`config.mk`:
```
export PLATFORM = sky130hd
export DESIGN_NAME = lut_layer_sequencer_flat
export DESIGN_NICKNAME = d
export VERILOG_FILES = /design/src/rtl/lut_layer_sequencer_pkg.sv /design/src/rtl/lut_layer_sequencer_if.sv /design/src/rtl/lut_layer_sequencer_fanin_gather.sv /design/src/rtl/lut_layer_sequencer.sv /design/src/flat_wrapper.sv
export SDC_FILE = /design/constraint.sdc
export NUM_CORES = 2
export LEC_CHECK = 0
export BUFFER_PORTS_ARGS = -buffer_cell sky130_fd_sc_hd__buf_2
export CAP_MARGIN = 25
export CELL_PAD_IN_SITES_DETAIL_PLACEMENT = 1
export CELL_PAD_IN_SITES_GLOBAL_PLACEMENT = 2
export CORE_MARGIN = 2
export CORE_UTILIZATION = 42
export CTS_CLUSTER_DIAMETER = 30
export DETAILED_ROUTE_END_ITERATION = 10
export GPL_ROUTABILITY_DRIVEN = 1
export GPL_TIMING_DRIVEN = 1
export PLACE_DENSITY_LB_ADDON = 0.1
export RECOVER_POWER = 50
export REMOVE_ABC_BUFFERS = 1
export SETUP_SLACK_MARGIN = 0.4
export SLEW_MARGIN = 20
export SYNTH_ARGS = -nofsm -noshare
export SYNTH_HDL_FRONTEND = slang
export SYNTH_SLANG_ARGS = --single-unit
```
`constraint.sdc`:
```
create_clock -name clk -period 66.6 [get_ports clk]
set_clock_uncertainty 0.2 [all_clocks]
set_input_delay 13.32 -clock clk [delete_from_list [all_inputs] [get_ports clk]]
set_output_delay 13.32 -clock clk [all_outputs]
set_load 0.1 [all_outputs]
```
`src/rtl/lut_layer_sequencer_pkg.sv`:
```
// -----------------------------------------------------------------------------
// lut_seq_pkg
// Shared types and constants for the time-multiplexed LUT layer sequencer.
//   state_t        : sequencer FSM states (IDLE, EVAL, HOLD)
//   CFG_SEL_*      : cfg_sel encodings (connectivity table / truth table)
//   DEF_*          : default layer geometry
//   TBL_DEPTH      : truth-table entries per neuron for the default FANIN
//   tbl_depth()    : truth-table entries per neuron for an arbitrary FANIN
// -----------------------------------------------------------------------------
package lut_seq_pkg;

   typedef enum logic [1:0] {
      IDLE,
      EVAL,
      HOLD
   } state_t;

   localparam logic CFG_SEL_CONN  = 1'b0;
   localparam logic CFG_SEL_TABLE = 1'b1;

   localparam int unsigned DEF_IN_WIDTH    = 64;
   localparam int unsigned DEF_NUM_NEURONS = 16;
   localparam int unsigned DEF_FANIN       = 6;

   localparam int unsigned TBL_DEPTH = 2 ** DEF_FANIN;

   function automatic int unsigned tbl_depth(input int unsigned fanin);
      return 32'd1 << fanin;
   endfunction

endpackage

```
`src/rtl/lut_layer_sequencer_if.sv`:
```
// -----------------------------------------------------------------------------
// lut_layer_sequencer_if
// Bundles the config port, input-vector handshake, result handshake and status
// of the LUT layer sequencer.
//   cfg_we/cfg_sel/cfg_addr/cfg_wdata : table write port (cfg_err: sticky drop)
//   in_valid/in_ready/in_data         : activation vector handshake
//   out_valid/out_ready/out_data      : layer result handshake
//   busy                              : sequencer is not idle
// Modports: master = producer/consumer side, slave = sequencer side.
// -----------------------------------------------------------------------------
interface lut_layer_sequencer_if
   import lut_seq_pkg::*;
#(
   parameter int unsigned IN_WIDTH    = DEF_IN_WIDTH,
   parameter int unsigned NUM_NEURONS = DEF_NUM_NEURONS,
   parameter int unsigned FANIN       = DEF_FANIN,
   parameter int unsigned IDX_W       = $clog2(IN_WIDTH),
   parameter int unsigned CA_W        = $clog2(NUM_NEURONS * (2 ** FANIN))
);

   logic                   cfg_we;
   logic                   cfg_sel;
   logic [CA_W-1:0]        cfg_addr;
   logic [IDX_W-1:0]       cfg_wdata;
   logic                   cfg_err;
   logic                   in_valid;
   logic                   in_ready;
   logic [IN_WIDTH-1:0]    in_data;
   logic                   out_valid;
   logic                   out_ready;
   logic [NUM_NEURONS-1:0] out_data;
   logic                   busy;

   modport master (
      output cfg_we, cfg_sel, cfg_addr, cfg_wdata, in_valid, in_data, out_ready,
      input  cfg_err, in_ready, out_valid, out_data, busy
   );

   modport slave (
      input  cfg_we, cfg_sel, cfg_addr, cfg_wdata, in_valid, in_data, out_ready,
      output cfg_err, in_ready, out_valid, out_data, busy
   );

endinterface

```
`src/rtl/lut_layer_sequencer_fanin_gather.sv`:
```
// -----------------------------------------------------------------------------
// lut_fanin_gather
// Combinational FANIN-way index mux: picks FANIN bits out of the latched input
// vector using the connectivity indices of the neuron being evaluated.
//   latched_in : activation vector captured at the input handshake
//   conn_sel   : FANIN fan-in indices of the current neuron
//   addr       : truth-table address, fan-in k drives bit k
// An index >= IN_WIDTH selects a constant 0.
// -----------------------------------------------------------------------------
module lut_fanin_gather
   import lut_seq_pkg::*;
#(
   parameter int unsigned IN_WIDTH = DEF_IN_WIDTH,
   parameter int unsigned FANIN    = DEF_FANIN,
   parameter int unsigned IDX_W    = $clog2(IN_WIDTH)
) (
   input  logic [IN_WIDTH-1:0]          latched_in,
   input  logic [FANIN-1:0][IDX_W-1:0]  conn_sel,
   output logic [FANIN-1:0]             addr
);

   // Zero-padding the vector out to the full index range makes every
   // out-of-range index land on a 0 bit without a compare per fan-in.
   localparam int unsigned PAD_W = 32'd1 << IDX_W;

   logic [PAD_W-1:0] padded;

   always_comb begin
      padded                 = '0;
      padded[IN_WIDTH-1:0]   = latched_in;
      addr                   = '0;
      for (int unsigned k = 0; k < FANIN; k++) begin
         addr[k] = padded[conn_sel[k]];
      end
   end

endmodule

```
`src/rtl/lut_layer_sequencer.sv`:
```
// -----------------------------------------------------------------------------
// lut_layer_sequencer
// Time-multiplexed evaluator for one layer of FANIN-input, 1-bit LUT neurons.
// One gather + truth-table lookup path is shared by all NUM_NEURONS neurons;
// one neuron is evaluated per cycle.
//   clk, rst : clock, asynchronous active-high reset (clears all tables)
//   bus      : lut_layer_sequencer_if.slave (config, input, output, status)
// Build option: define LUT_PIPE_EN to register the gathered address and neuron
// index before the table read (one extra EVAL cycle).
// -----------------------------------------------------------------------------
module lut_layer_sequencer
   import lut_seq_pkg::*;
#(
   parameter int unsigned IN_WIDTH    = DEF_IN_WIDTH,
   parameter int unsigned NUM_NEURONS = DEF_NUM_NEURONS,
   parameter int unsigned FANIN       = DEF_FANIN,
   parameter int unsigned IDX_W       = $clog2(IN_WIDTH),
   parameter int unsigned CA_W        = $clog2(NUM_NEURONS * (2 ** FANIN))
) (
   input logic                  clk,
   input logic                  rst,
   lut_layer_sequencer_if.slave bus
);

   localparam int unsigned TBL      = tbl_depth(FANIN);
   localparam int unsigned CONN_N   = NUM_NEURONS * FANIN;
   localparam int unsigned CONN_AW  = $clog2(CONN_N);
   localparam int unsigned NI_W     = $clog2(NUM_NEURONS);
   localparam int unsigned NC_W     = $clog2(NUM_NEURONS + 1);
   localparam int unsigned TBL_BITS = 32'd1 << CA_W;

   state_t                  state_q, state_d;
   logic [NC_W-1:0]         n_q, n_d;
   logic [IN_WIDTH-1:0]     in_q, in_d;
   logic [IDX_W-1:0]        conn_q [CONN_N];
   logic [IDX_W-1:0]        conn_d [CONN_N];
   logic [TBL_BITS-1:0]     tbl_q, tbl_d;
   logic [NUM_NEURONS-1:0]  out_data_q, out_data_d;
   logic                    cfg_err_q, cfg_err_d;

`ifdef LUT_PIPE_EN
   logic                    pipe_vld_q, pipe_vld_d;
   logic [FANIN-1:0]        pipe_addr_q, pipe_addr_d;
   logic [NI_W-1:0]         pipe_n_q, pipe_n_d;
`endif

   logic [NI_W-1:0]              n_sel;
   logic [FANIN-1:0][IDX_W-1:0]  gather_conn;
   logic [FANIN-1:0]             gather_addr;

   assign n_sel = n_q[NI_W-1:0];

   // Connectivity row of the neuron currently being gathered.
   always_comb begin
      gather_conn = '0;
      for (int unsigned k = 0; k < FANIN; k++) begin
         gather_conn[k] = conn_q[CONN_AW'(32'(n_sel) * FANIN + k)];
      end
   end

   lut_fanin_gather #(
      .IN_WIDTH (IN_WIDTH),
      .FANIN    (FANIN),
      .IDX_W    (IDX_W)
   ) u_gather (
      .latched_in (in_q),
      .conn_sel   (gather_conn),
      .addr       (gather_addr)
   );

   always_comb begin
      state_d    = state_q;
      n_d        = n_q;
      in_d       = in_q;
      conn_d     = conn_q;
      tbl_d      = tbl_q;
      out_data_d = out_data_q;
      cfg_err_d  = cfg_err_q;
`ifdef LUT_PIPE_EN
      pipe_vld_d  = 1'b0;
      pipe_addr_d = pipe_addr_q;
      pipe_n_d    = pipe_n_q;
`endif

      // Config port: writes land only in IDLE; anything else is dropped and
      // flagged. Tables are never read in IDLE, so no read/write overlap.
      if (bus.cfg_we) begin
         if (state_q != IDLE) begin
            cfg_err_d = 1'b1;
         end else if (bus.cfg_sel == CFG_SEL_CONN) begin
            if (bus.cfg_addr < CA_W'(CONN_N)) begin
               conn_d[CONN_AW'(bus.cfg_addr)] = bus.cfg_wdata;
            end else begin
               cfg_err_d = 1'b1;
            end
         end else begin
            tbl_d[bus.cfg_addr] = bus.cfg_wdata[0];
         end
      end

      unique case (state_q)
         IDLE: begin
            // A concurrent config write takes priority over a new vector.
            if (bus.in_valid && !bus.cfg_we) begin
               in_d    = bus.in_data;
               n_d     = '0;
               state_d = EVAL;
            end
         end
         EVAL: begin
`ifdef LUT_PIPE_EN
            // Issue stage keeps gathering until all neurons are in flight;
            // HOLD is entered once the last neuron drains out of the read stage.
            if (n_q < NC_W'(NUM_NEURONS)) begin
               pipe_vld_d  = 1'b1;
               pipe_addr_d = gather_addr;
               pipe_n_d    = n_sel;
               n_d         = n_q + NC_W'(1);
            end
            if (pipe_vld_q) begin
               out_data_d[pipe_n_q] = tbl_q[{pipe_n_q, pipe_addr_q}];
               if (pipe_n_q == NI_W'(NUM_NEURONS - 1)) begin
                  state_d = HOLD;
               end
            end
`else
            // Per-neuron tables are 2**FANIN deep, so {n, addr} == n*TBL+addr.
            out_data_d[n_sel] = tbl_q[{n_sel, gather_addr}];
            n_d               = n_q + NC_W'(1);
            if (n_q == NC_W'(NUM_NEURONS - 1)) begin
               state_d = HOLD;
            end
`endif
         end
         HOLD: begin
            if (bus.out_ready) begin
               state_d = IDLE;
            end
         end
         default: state_d = IDLE;
      endcase
   end

   always_ff @(posedge clk or posedge rst) begin
      if (rst) begin
         state_q    <= IDLE;
         n_q        <= '0;
         in_q       <= '0;
         conn_q     <= '{default: '0};
         tbl_q      <= '0;
         out_data_q <= '0;
         cfg_err_q  <= 1'b0;
`ifdef LUT_PIPE_EN
         pipe_vld_q  <= 1'b0;
         pipe_addr_q <= '0;
         pipe_n_q    <= '0;
`endif
      end else begin
         state_q    <= state_d;
         n_q        <= n_d;
         in_q       <= in_d;
         conn_q     <= conn_d;
         tbl_q      <= tbl_d;
         out_data_q <= out_data_d;
         cfg_err_q  <= cfg_err_d;
`ifdef LUT_PIPE_EN
         pipe_vld_q  <= pipe_vld_d;
         pipe_addr_q <= pipe_addr_d;
         pipe_n_q    <= pipe_n_d;
`endif
      end
   end

   assign bus.in_ready  = (state_q == IDLE) && !bus.cfg_we;
   assign bus.out_valid = (state_q == HOLD);
   assign bus.out_data  = out_data_q;
   assign bus.busy      = (state_q != IDLE);
   assign bus.cfg_err   = cfg_err_q;

endmodule

```
`src/flat_wrapper.sv`:
```
// flat-port wrapper written by rule: the top's interface ports become plain ports
module lut_layer_sequencer_flat import lut_seq_pkg::*;
#(
   parameter int unsigned IN_WIDTH    = DEF_IN_WIDTH,
   parameter int unsigned NUM_NEURONS = DEF_NUM_NEURONS,
   parameter int unsigned FANIN       = DEF_FANIN,
   parameter int unsigned IDX_W       = $clog2(IN_WIDTH),
   parameter int unsigned CA_W        = $clog2(NUM_NEURONS * (2 ** FANIN))
)
  (clk, rst, bus_cfg_we, bus_cfg_sel, bus_cfg_addr, bus_cfg_wdata, bus_in_valid, bus_in_data, bus_out_ready, bus_cfg_err, bus_in_ready, bus_out_valid, bus_out_data, bus_busy);
  lut_layer_sequencer_if #(.IN_WIDTH(IN_WIDTH), .NUM_NEURONS(NUM_NEURONS), .FANIN(FANIN), .IDX_W(IDX_W), .CA_W(CA_W)) bus_i ();
  input logic clk;
  input logic rst;
  input wire logic [$bits(bus_i.cfg_we)-1:0] bus_cfg_we;
  input wire logic [$bits(bus_i.cfg_sel)-1:0] bus_cfg_sel;
  input wire logic [$bits(bus_i.cfg_addr)-1:0] bus_cfg_addr;
  input wire logic [$bits(bus_i.cfg_wdata)-1:0] bus_cfg_wdata;
  input wire logic [$bits(bus_i.in_valid)-1:0] bus_in_valid;
  input wire logic [$bits(bus_i.in_data)-1:0] bus_in_data;
  input wire logic [$bits(bus_i.out_ready)-1:0] bus_out_ready;
  output wire logic [$bits(bus_i.cfg_err)-1:0] bus_cfg_err;
  output wire logic [$bits(bus_i.in_ready)-1:0] bus_in_ready;
  output wire logic [$bits(bus_i.out_valid)-1:0] bus_out_valid;
  output wire logic [$bits(bus_i.out_data)-1:0] bus_out_data;
  output wire logic [$bits(bus_i.busy)-1:0] bus_busy;
  assign bus_i.cfg_we = bus_cfg_we;
  assign bus_i.cfg_sel = bus_cfg_sel;
  assign bus_i.cfg_addr = bus_cfg_addr;
  assign bus_i.cfg_wdata = bus_cfg_wdata;
  assign bus_i.in_valid = bus_in_valid;
  assign bus_i.in_data = bus_in_data;
  assign bus_i.out_ready = bus_out_ready;
  assign bus_cfg_err = bus_i.cfg_err;
  assign bus_in_ready = bus_i.in_ready;
  assign bus_out_valid = bus_i.out_valid;
  assign bus_out_data = bus_i.out_data;
  assign bus_busy = bus_i.busy;
  lut_layer_sequencer #(.IN_WIDTH(IN_WIDTH), .NUM_NEURONS(NUM_NEURONS), .FANIN(FANIN), .IDX_W(IDX_W), .CA_W(CA_W)) u_core (.clk(clk), .rst(rst), .bus(bus_i));
endmodule
```
## Word level (Yosys, flattened, before mapping)

Cells that the tools add are included.

| cells by class | value |
|---|---|
| multiplexer cells | 50 |
| bitwise logic cells | 9 |
| add/subtract/negate cells | 6 |
| order comparisons | 20 |
| eq/ne operators | 8 |
| multipliers | 1 |
| reduce and logical (&&, ||, !) cells | 15 |

Operators by type and width:

| operator | count |
|---|---|
| $bwmux W1024 | 1 |
| $bwmux W576 | 1 |
| $bmux W6 S7 | 6 |
| $mux W6 | 13 |
| $ge A8 B8 Y1 const B | 7 |
| $not A7 Y8 | 7 |
| $demux W6 S7 | 1 |
| $lt A6 B7 Y1 const B | 6 |
| $bmux W1 S6 | 6 |
| $lt A10 B11 Y1 const B | 2 |
| $bwmux W16 | 1 |
| $add A7 B2 Y7 const B | 2 |
| $add A7 B3 Y7 const B | 2 |
| $mux W1 | 12 |
| $bmux W1 S10 | 1 |
| $demux W1 S10 | 1 |
| $ge A10 B1 Y1 const B | 1 |
| $lt A10 B7 Y1 const B | 1 |
| $pmux W5 S2 | 1 |
| $reduce_and A3 Y1 | 3 |
| $lt A8 B1 Y1 const B | 1 |
| $add A7 B1 Y7 const B | 1 |
| $mul A4 B2 Y6 const B | 1 |
| $mux W2 | 3 |
| other kinds (18) | 28 |

| storage, ports and cells | value |
|---|---|
| input port bits | 86 |
| register bits after elaboration | 1688 |
| output and inout bits | 20 |
| logic and storage cells | 211 |

## Logic depth before layout (Yosys ltp)

| logic depth | value |
|---|---|
| depth in word-level cells | 11 |
| mapped depth | 38 |
| gate-level depth less buffers | 23 |

## Cells and area by module

Synthesis repeated with hierarchy kept, for this count alone.

| unflattened totals | value |
|---|---|
| cell total of the unflattened synthesis | 8528 |
| area total of the unflattened synthesis | 94135.3 um^2 |

Modules (own cells, without submodules):

| module | sequential area each (um^2) | times used | area an instance (um^2) | cells an instance |
|---|---|---|---|---|
| lut_layer_sequencer | 42240.5 | 1 | 90738.3 | 8260 |
| lut_fanin_gather | 0.0 | 1 | 3397.0 | 268 |

## Worst setup path after synthesis

OpenSTA, ideal clock, no wires.

| timing path | value |
|---|---|
| path type | in2out |
| start | input bus_cfg_we |
| end | output bus_in_ready |
| data required time | 53.080 ns |
| path slack | 38.459 ns |
| arrival time | 14.621 ns |
| path buffers | 0 |
| cell stages on the path | 1 |
| path through | nor2_1 |

| between the ends | value |
|---|---|
| word-level cells in the longest chain between the ends | 2 |

Ends and longest elaborated chain:

| element | line | RTL |
|---|---|---|
| start: declaration | flat_wrapper.sv:14 | `input wire logic [$bits(bus_i.cfg_we)-1:0] bus_cfg_we;` |
| $logic_not A1 Y1 | lut_layer_sequencer.sv:174 | `assign bus.in_ready = (state_q == IDLE) && !bus.cfg_we;` |
| $logic_and A1 B1 Y1 | lut_layer_sequencer.sv:174 |  |
| end: declaration | flat_wrapper.sv:22 | `output wire logic [$bits(bus_i.in_ready)-1:0] bus_in_ready;` |

No other way between the ends.

## Worst setup path after layout

Ends and elaborated chain as after synthesis.

==> out/results.md <==
| Group | Result | Reported |
|---|---|---|
| global routing | Antenna violations before repair | 68 |
| pwr | Share of total power in sequential cells | 14.8% |
| finish | Final Util | 50.6% |
| setup path | Req. time, crit path | 53.08 ns |
| global routing | GR Overflow Total | 0 |
| setup path | Source of the critical timing path | bus_cfg_we |
| sta | Transition time at the pin with the least slew margin | 9.03 ns |
| clock network | Clock tree from TritonCTS | yes |
| global routing | Total track usage | 38.4% |
| clock network | CTS Hold Buffers Added | 0 |
| logic synthesis | Mux share of post-synthesis cell area | 24.3% |
| setup path | Critical path startpoint category | input port |
| setup path | Terminus of the critical flop-to-flop path | u_core.bus.out_data[7] |
| flow run | Number of maximum-capacitance constraint violations | 54 |
| pwr | Sw frac | 49.4% |
| pwr | Maximum VDD drop | 0.185 mV |
| setup path | Critical path arrival | 14.19 ns |
| route | Routed via count | 87.7k |
| route | 1st-iter DRT viols | 9,899 |
| logic synthesis | Synthesized instance count | 9,836 |
| pwr | Portion of total power attributed to the clock network | 30.3% |
| clock network | CTS clock-pin slew for the worst setup and hold paths | 0.04 ns |
| clock network | H-tree levels | 5 |
| logic synthesis | Summed instance area of the synthesized netlist | 0.0974 mm^2 |
| clock network | Clock root buffer | clkbuf_16 |
| logic synthesis | Post-synthesis simple-gate area fraction | 16.3% |
| logic synthesis | Yosys Warn Count | 0 |
| sta | Minimum period implied by the final worst setup slack | 27.71 ns |
| setup path | Flop-to-flop setup slack | 42.13 ns |
| clock network | Clock insertion delay at the later pin of the skew report | 1.01 ns |
| floorplan | Initial Util | 42.3% |
| logic synthesis | #FFs+latches synth | 1,688 |
| logic synthesis | Post-synthesis async set-or-reset flop share | 100% |
| hold path | Type of the worst min-delay path | flop to flop |
| clock network | Maximum number of buffers from clock root to sink | 4 |
| logic synthesis | Synth unique cells | 107 |
| floorplan | Die X-Extent | 486 um |
| sta | Setup-violating endpoint count in the final report | 0 |
| finish | Number of nets in the layout | 9,850 |
| global routing | First-pass GRT wire length | 662,000 um |
| sta | Count of final hold-check violations | 0 |
| logic synthesis | Synth Area per Inst | 9.90 um^2 |
| pwr | Switching Power | 3770 uW |
| route | DRC errors left | 0 |
| logic synthesis | Sequential cell area fraction in the yosys report | 43.4% |
| floorplan | Placement row count | 176 |
| setup path | Critical Path End Type | output pin |
| route | Via density per instance | 6.66 |
| setup path | Top fanout value on the critical path | 4 |
| floorplan | Floorplan die height | 486 um |
| finish | Area grow syn2layout | 19.8% |
| sta | Crit share post-route | 41.6% |
| hold path | End point of the most critical hold path | u_core.bus.cfg_err |
| sta | Fmax | 36.1 MHz |
| hold path | Hold path cells | 1 |
| route | Mean routed wirelength per cell | 34.9 um |
| finish | Fraction of final layout cells with drive strength greater than 1 | 23.8% |
| placed design | Post-DP HPWL | 274,000 um |
| clock network | Post-CTS setup buffers | 0 |
| route | ANT nets after route | 0 |
| logic synthesis | Post-Synth XOR/XNOR Area | 0.109% |
| logic synthesis | Area fraction in compound gates after synthesis | 11.0% |
| finish | Layout filler cell count | 24.6k |
| logic synthesis | Adder-cell area share of the yosys netlist | 0.175% |
| clock network | Total clock sinks | 1,688 |
| sta | Final Hold Slack | 0.276 ns |
| global routing | Vias in the first global route | 90.6k |
| logic synthesis | Most instantiated flip-flop cell in the synthesis netlist | dfrtp_1 |
| sta | Normalized max-slew margin | -502% |
| setup path | Setup Crit Path Kind | input port to output pin |
| placed design | Number of buffers added on ports | 105 |
| clock network | Clock buffer count from CTS | 464 |
| route | Number of optimization iterations in the first detailed-route pass | 5 |
| logic synthesis | Count of flip-flops with a built-in enable after synthesis | 0 |
| setup path | Number of cells traversed by the worst register-to-register path | 28 |
| global routing | Largest net degree at the start of global routing | 160 |
| setup path | Reg-to-Reg Start | u_core.n_q[1] |
| route | Sum of routed wire length over all layers | 459,000 um |
| hold path | Hold Crit Start | u_core.bus.cfg_err |
| clock network | Count of cells resized by post-cts repair | 0 |
| pwr | Internal power summed over all cells | 3860 uW |
| pwr | Power Density | 65.4 mW/mm^2 |
| pwr | Relative contribution of combinational cells to total power | 54.8% |
| outcome | Violations in the final reports | max-capacitance violations, max-slew violations |
| floorplan | Die outline area | 0.236 mm^2 |
| pwr | Static leakage | 0.0551 uW |
| placed design | Final weighted congestion in routability-driven placement | 0.906 |
| sta | Setup repair after global routing missed its margin | no |
| sta | Count of pins over their slew limit | 1,812 |
| floorplan | I/O pins | 106 |
| logic synthesis | Main combinational cell family by area after synthesis | multiplexers |
| sta | Sum of negative setup slack | 0 ns |
| outcome | Result of the run | finished, violations left |
| floorplan | Area of the core | 0.230 mm^2 |
sequential cells by signal (all words and copies together) (netlist names):
name	count
u_core.tbl_q	1024
u_core.conn_q	576
u_core.in_q	64
u_core.bus.out_data	16
u_core.n_q	5
u_core.state_q	2
u_core.bus.cfg_err	1
through the flow:
stage                     std cells  cell area, um^2  worst slack (ns)  power, uW
after floorplan                8873            93000              5.44       3860
after global placement        12300           100000             38.87       5220
after detailed placement      12300           100000             38.88       5230
after CTS                     13100           117000             38.87       7550
after global routing          13200           117000             37.02       7790
final                         13200           117000             38.89       7630
critical path, stage by stage:
cell      delay (ns)
clkbuf_1        0.12
nor2_1          0.26
buf_2           0.49
power by group through the flow:
stage,clock (uW),combinational [uW],sequential (uW)
finish,2320,4190,1130
global route,2390,4270,1130
CTS,2330,4100,1120
detailed placement,0,4090,1140
global placement,0,4080,1140
floorplan,0,2670,1190
kinds of logic (layout without fill, tap and decap cells):
logic type      count (synthesis)  count (layout)
simple gates                 3635            3635
other cells                     0              21
compound gates               1789            1789
mux                          1680            1680
buf+inv                      1023            1309
xor+xnor                        8               8
flops                        1688            1688
fa+ha+maj                      13              13
placed cells by master, fill, tap and decap left out, types with 60 or more instances in the layout:
cell type	instances
nand2_1	1873
dfrtp_1	1687
nand3_1	1243
o21ai_0	1129
mux2_2	654
mux2i_1	543
mux4_2	478
clkbuf_16	471
buf_4	225
nor2_1	157
clkbuf_1	134
a21oi_1	109
clkbuf_8	89
buf_2	84
clkinv_2	83
and3_1	68
bufinv_16	66
o211ai_1	60
cells in the mapped netlist, drive strengths merged (14+ instances only):
master / number / area [um^2]
nand2: 1904 / 7160
dfrtp: 1688 / 42200
nand3: 1243 / 6220
o21ai: 1141 / 5720
clkbuf: 671 / 2520
mux2: 659 / 7420
mux2i: 543 / 5440
mux4: 478 / 10800
buf: 292 / 1870
nor2: 223 / 857
a21oi: 110 / 566
and3: 68 / 425
o211ai: 62 / 484
inv: 58 / 218
a31oi: 57 / 363
a211oi: 44 / 330
nor3: 42 / 215
a32oi: 38 / 333
nand4: 36 / 225
o22ai: 36 / 225
a311oi: 30 / 263
o2111ai: 26 / 228
nand2b: 22 / 138
a2111oi: 21 / 191
o31ai: 21 / 176
a22oi: 16 / 120
nor4: 16 / 106
or2: 16 / 100
and2: 15 / 93.8
a32o: 14 / 140
worst max path at each step:
stage	end	slack [ns]	cells past startpoint
final	bus_in_ready	38.89	3
after global routing	u_core.tbl_q[563]	37.02	4
after CTS	bus_in_ready	38.87	3
after detailed placement	bus_in_ready	38.88	3
after global placement	bus_in_ready	38.87	3
after floorplan	u_core.bus.cfg_err	5.44	1
area by class of cell:
class                      count  area [um^2]  area share (%)
clock buffer                 628        13300            11.4
timing repair buffer         412         3020            2.59
sequential                  1688        42200            36.2
inverter                      60          234           0.201
antenna                       21         52.6          0.0451
clock inverter               209         2960            2.54
tap                         3026         3790            3.25
multi-input combinational   7125        51100            43.8
routing by layer:
layer / track usage [%] / part of all wire (%)
met5: 0 / 0.022
met4: 26.0 / 7.9
met3: 7.65 / 8.3
met2: 59.2 / 45
met1: 48.8 / 38
Power figures use the tool's default switching activity.
